===== src/rtl/ui_debounce.sv =====
// ui_debounce: input conditioning for raw pins.
// Each bit gets a two-flop synchroniser and then a stability filter. The
// filter accepts a new value only after it has held for STABLE consecutive
// synchronised cycles. The outputs are a clean level and one-cycle edge pulses.
//
// Parameters:
//   WIDTH  - number of independent input bits (default 8)
//   STABLE - cycles a new value must persist before acceptance (2..65535)
// Ports:
//   clk    - clock, rising edge
//   rst_n  - asynchronous active-low reset
//   raw    - unsynchronised pin values
//   level  - debounced level per bit (registered)
//   rise   - one-cycle pulse when level[i] goes 0->1 (registered)
//   fall   - one-cycle pulse when level[i] goes 1->0 (registered),
//            present only when UI_DEBOUNCE_FALL_EN is defined
// Configuration macro: UI_DEBOUNCE_FALL_EN
module ui_debounce #(
  parameter int unsigned WIDTH  = 8,
  parameter int unsigned STABLE = 4
) (
  input  logic             clk,
  input  logic             rst_n,
  input  logic [WIDTH-1:0] raw,
  output logic [WIDTH-1:0] level,
  output logic [WIDTH-1:0] rise
`ifdef UI_DEBOUNCE_FALL_EN
  ,
  output logic [WIDTH-1:0] fall
`endif
);

  localparam int unsigned CW = $clog2(STABLE);
  localparam logic [CW-1:0] CNT_MAX = CW'(STABLE - 1);

  logic [WIDTH-1:0]         s1;
  logic [WIDTH-1:0]         s2;
  logic [WIDTH-1:0][CW-1:0] cnt;
  logic [WIDTH-1:0][CW-1:0] cnt_next;
  logic [WIDTH-1:0]         level_next;
  logic [WIDTH-1:0]         rise_next;
`ifdef UI_DEBOUNCE_FALL_EN
  logic [WIDTH-1:0]         fall_next;
`endif

  // Per-bit stability filter. The decision uses pre-edge s2 and cnt, so a
  // reversal at the threshold edge cannot be missed. cnt never passes CNT_MAX.
  always_comb begin : filter
    cnt_next   = cnt;
    level_next = level;
    rise_next  = '0;
`ifdef UI_DEBOUNCE_FALL_EN
    fall_next  = '0;
`endif
    for (int unsigned i = 0; i < WIDTH; i++) begin
      if (s2[i] == level[i]) begin
        cnt_next[i] = '0;
      end else if (cnt[i] == CNT_MAX) begin
        cnt_next[i]   = '0;
        level_next[i] = s2[i];
        rise_next[i]  = s2[i];
`ifdef UI_DEBOUNCE_FALL_EN
        fall_next[i]  = ~s2[i];
`endif
      end else begin
        cnt_next[i] = cnt[i] + CW'(1);
      end
    end
  end

  // Synchroniser, counters, level and pulse registers.
  always_ff @(posedge clk or negedge rst_n) begin : regs
    if (!rst_n) begin
      s1    <= '0;
      s2    <= '0;
      cnt   <= '0;
      level <= '0;
      rise  <= '0;
`ifdef UI_DEBOUNCE_FALL_EN
      fall  <= '0;
`endif
    end else begin
      s1    <= raw;
      s2    <= s1;
      cnt   <= cnt_next;
      level <= level_next;
      rise  <= rise_next;
`ifdef UI_DEBOUNCE_FALL_EN
      fall  <= fall_next;
`endif
    end
  end

endmodule

===== config.mk =====
export PLATFORM = sky130hd
export DESIGN_NAME = ui_debounce
export DESIGN_NICKNAME = d
export VERILOG_FILES = /design/src/rtl/ui_debounce.sv
export SDC_FILE = /design/constraint.sdc
export NUM_CORES = 1
export LEC_CHECK = 0
export CORE_UTILIZATION = 45
export CTS_CLUSTER_DIAMETER = 80
export DETAILED_ROUTE_END_ITERATION = 16
export PLACE_DENSITY = 0.77
export REMOVE_ABC_BUFFERS = 1
export SYNTH_ARGS = -nofsm -noshare
export SYNTH_HDL_FRONTEND = slang
export SYNTH_SLANG_ARGS = --single-unit

===== constraint.sdc =====
create_clock -name clk -period 2.1 [get_ports clk]
set_input_delay 0.525 -clock clk [delete_from_list [all_inputs] [get_ports clk]]
set_output_delay 0.525 -clock clk [all_outputs]
set_load 0.005 [all_outputs]

== Yosys cells after proc, flatten, opt, wreduce, memory -nomap -nowiden ==
Cells that the tools add are included.
Word-level totals
  flip-flop bits (word level): 48
  input bits: 10
  output and inout bits: 16
  word-level logic and storage cells: 91
Operators by class
  $add $sub $neg: 8
  equality and inequality tests: 16
  mux-type cells: 32
  bitwise gates (word level): 8
  reduce and logical (&&, ||, !) cells: 8
Operators by type and width (count)
  2-bit 2-to-1 mux: 16
  2-bit by 1-bit adder with 2-bit output, second input constant: 8
  2-bit equality test, second input constant: 8
  1-bit 2-to-1 mux: 16
  2-bit AND reduction: 8
  1-bit equality test: 8
  1-bit NOT: 8

== Depth between registers and ports, before layout ==
  word-level depth: 3
  gate-level depth with buffers: 3
  mapped depth without buffers: 3

== Worst setup path after synthesis ==
No wires, ideal clock.
  path kind: register to register
  start: register cnt[0] (netlist name)
  end: register level[0]
  arrival: 861 ps
  required time: 1975 ps
  slack: 1115 ps
  stages on the path, launching flop included: 3
  buffers on the path: 0
  period minus slack after synthesis: 985 ps
  cell sequence: dfrtp_1 -> ha_1 -> mux2_2
Between the ends
  cells in the longest elaborated chain, start to end: 2
Ends and longest elaborated chain
  start, declared: RTL line 38  | logic [WIDTH-1:0][CW-1:0] cnt;
  start signal, assigned: RTL line 85  | cnt <= cnt_next;
  2-bit equality test: RTL line 58  | end else if (cnt[i] == CNT_MAX) begin
  2-bit AND reduction (no source line)
  end signal, assigned: RTL line 86  | level <= level_next;
  end, declared: RTL line 25  | output logic [WIDTH-1:0] level,
No other way between the ends.
A chain may end at the register's enable or synchronous reset.

== Worst setup path after layout ==
  start: register level[5]
  end: output port level[5]
No word-level cell between the ends.

==> impl_metrics.ini <==
[drt]
drt_first_pass_iters = 4
routed_wl_um = 2300
drtIter0Drc = 23
drc_errors = 0
wl_per_cell_um = 12.4
vias_per_cell = 4.74
ant_nets = 0
via_count = 876

[global_routing]
first_global_vias = 946
met3_usage_pct = 4.01
grt_max_degree = 49
antenna_found_initial = 0
gr-usage-met2_pct = 23.1
grt_pass1_wl_um = 4010
busiest_layer = met2
globalRouteOverflowTotal = 0
use_met1_pct = 15.8
grtUsageTotal_pct = 13.9

[clock_tree]
cts.hold.buffers_added = 0
path_clk_slew_ns = 0.12
htree_levels = 2
cts_setup_buffers = 0
cts-buffers-inserted = 5
cts_max_path_buffers = 2
cts-resized-gates = 0
cts_tree = built
cts-root-buf = clkbuf_4
clk_latency_ns = 0.35
cts.sinks = 48

[synthesis]
ys_types = 11
synth-seq-cells = 48
syn-instance-count = 106
muxShareOfSynthArea_pct = 2.06
synth_xor_xnor_area_share_pct = 4.27
synth_top_family_by_area = simple AND/OR/NAND/NOR gates
synth-seq-area-share_pct = 73.1
yosys_warnings = 0
synth-simple-area-share_pct = 11.8
syn_area_mm2 = 0.00164
synth_compound_area_share_pct = 1.52
synthAdderAreaFrac_pct = 6.09
syn_area_per_cell_um2 = 15.5

[pwr]
seq_power_share_pct = 56.4
power.share.combinational_pct = 27.4
p_leak_nw = 0.941
clkPwrFrac_pct = 16.1
netSwitchingPower_mw = 0.662
p_sw_share_pct = 28.5
ir_worst_vdd_mv = 0.639
power_density_mw_per_mm2 = 1160
intPower_mw = 1.66

[placed_design]
dpl_worst_slack_ns = 0.664
hpwl_um = 1640
gp_congestion = 0.646
portBuffers = 25

[outcome]
status = finished, final reports clean

[floorplanning]
die-width_um = 62.4
die_y_um = 62.4
fp.coreArea_mm2 = 0.00342
ioPinCount = 26
floorplan.initialDensity_pct = 48.1
rows = 21
die-area_mm2 = 0.00390

[flow_run]
drv_cap = 0

[worst_setup_path]
slowest_stage = clkdlybuf4s50_1
crit_path_start_kind = flip-flop
reg2reg_depth = 2
worstPathCellList = clkdlybuf4s50_1
worstReg2RegStart = cnt[14]
cp.arrival_ns = 1.29
cp-end-kind = primary output
required_ns = 1.57
crit_family = buffers and inverters
rrSetupSlack_ns = 1.04
worstPathBufferInverterCount = 1
critical_path_peak_fanout = 4
crit_path_start = level[5]
cpPeakStageDelay_ns = 0.52
reg2reg_to = level[7]
critPathKind = flip-flop to primary output

[layout]
fillers = 286
drive_gt1_share_pct = 13.7
diodes = 0
layout.nets = 157
area_growth_syn_to_layout_pct = 21.7

[timing]
min_period_ns = 1.81
fin_skew_ns = 0.00621
finalHoldViolations = 0
fin_setup_tns_ns = 0
finalWorstSetupSlack_ns = 0.286
rsz0062_at_grt = no
fin_crit_sh_pct = 86.4
setup_viol = 0
max_slew_margin_pct = 62.0
worst_slew_pin_slew_ns = 0.570
max_freq_mhz = 551
slew_viol_final = 0

[worst_hold_path]
hold_class = input pin to asynchronous set/reset pin
flip-flops by register name, indices dropped and copies added, names as in the netlist:
name / count
cnt: 16
rise: 8
s2: 8
level: 8
s1: 8
cells in the mapped netlist, drive strengths merged:
library cell	number	share of area, %
nor3	8	4.9
nor2b	8	3.0
and3b	3	1.6
inv	5	1.1
dfrtp	48	73
xnor2	8	4.3
nor2	5	1.1
mux2	3	2.1
o21ai	5	1.5
ha	8	6.1
nand2	5	1.1
per-stage QoR:
stage               total power [mW]  utilization, %  hold slack (ns)  instance area, µm²  std cells
floorplan                       1.67               -            0.229                1640        106
global placement                1.92            57.2            0.333                1950        178
detailed placement              1.98            57.2            0.335                1950        178
CTS                             2.37            58.5            0.251                2000        185
global route                    2.50            58.5            0.277                2000        185
finish                          2.32            58.5            0.245                2000        185
worst max-delay path by stage:
stage                          end  slack (ns)  cells after the start
after floorplan           level[0]        1.11                      2
after global placement    level[1]        0.69                      1
after detailed placement  level[3]        0.66                      1
after CTS                 level[4]        0.25                      1
after global routing      level[4]        0.22                      1
final                     level[5]        0.29                      1
power groups by stage:
stage          logic [mW]  registers (mW)  clock network (mW)
2_1_floorplan       0.363            1.31                   0
4_1_cts             0.650            1.32               0.402
3_3_place_gp        0.604            1.31                   0
6_report            0.638            1.31               0.375
5_1_grt             0.716            1.34               0.448
3_5_place_dp        0.649            1.33                   0
cell type report:
class | count | area (µm²) | area share, %
flip-flops and latches | 48 | 1200 | 60.1
multi-input cells | 53 | 423 | 21.2
repair buffers | 26 | 253 | 12.6
well taps | 46 | 57.6 | 2.88
clock buffers | 6 | 41.3 | 2.07
inverters | 5 | 18.8 | 0.939
clock inverters | 1 | 5.00 | 0.250
placed cells by master (no fill, tap or decap):
cell type	netlist	final
dfrtp_1	48	48
clkdlybuf4s50_1	0	24
xnor2_1	8	8
nor3_2	8	8
nor2b_1	8	8
ha_1	8	8
nand2_1	5	5
nor2_1	5	5
inv_1	5	5
o21ai_0	5	5
clkbuf_4	0	5
and3b_1	3	3
mux2_2	3	3
clkinv_2	0	1
clkbuf_1	0	1
buf_2	0	1
buf_4	0	1
cell families after synthesis:
| logic type | Yosys count |
|---|---|
| AO/OA/AOI/OAI | 5 |
| XOR/XNOR | 8 |
| adder cells (fa/ha/maj) | 8 |
| buffers and inverters | 5 |
| flip-flops | 48 |
| multiplexers | 3 |
| AND/OR/NAND/NOR | 29 |
routing by layer:
layer  share of wire [%]  routed length (µm)
met1                  39                 894
met3                 4.1                  93
met2                  54                1240
met5                   0                   0
met4                 2.8                  65
(Power assumes the default switching activity.)
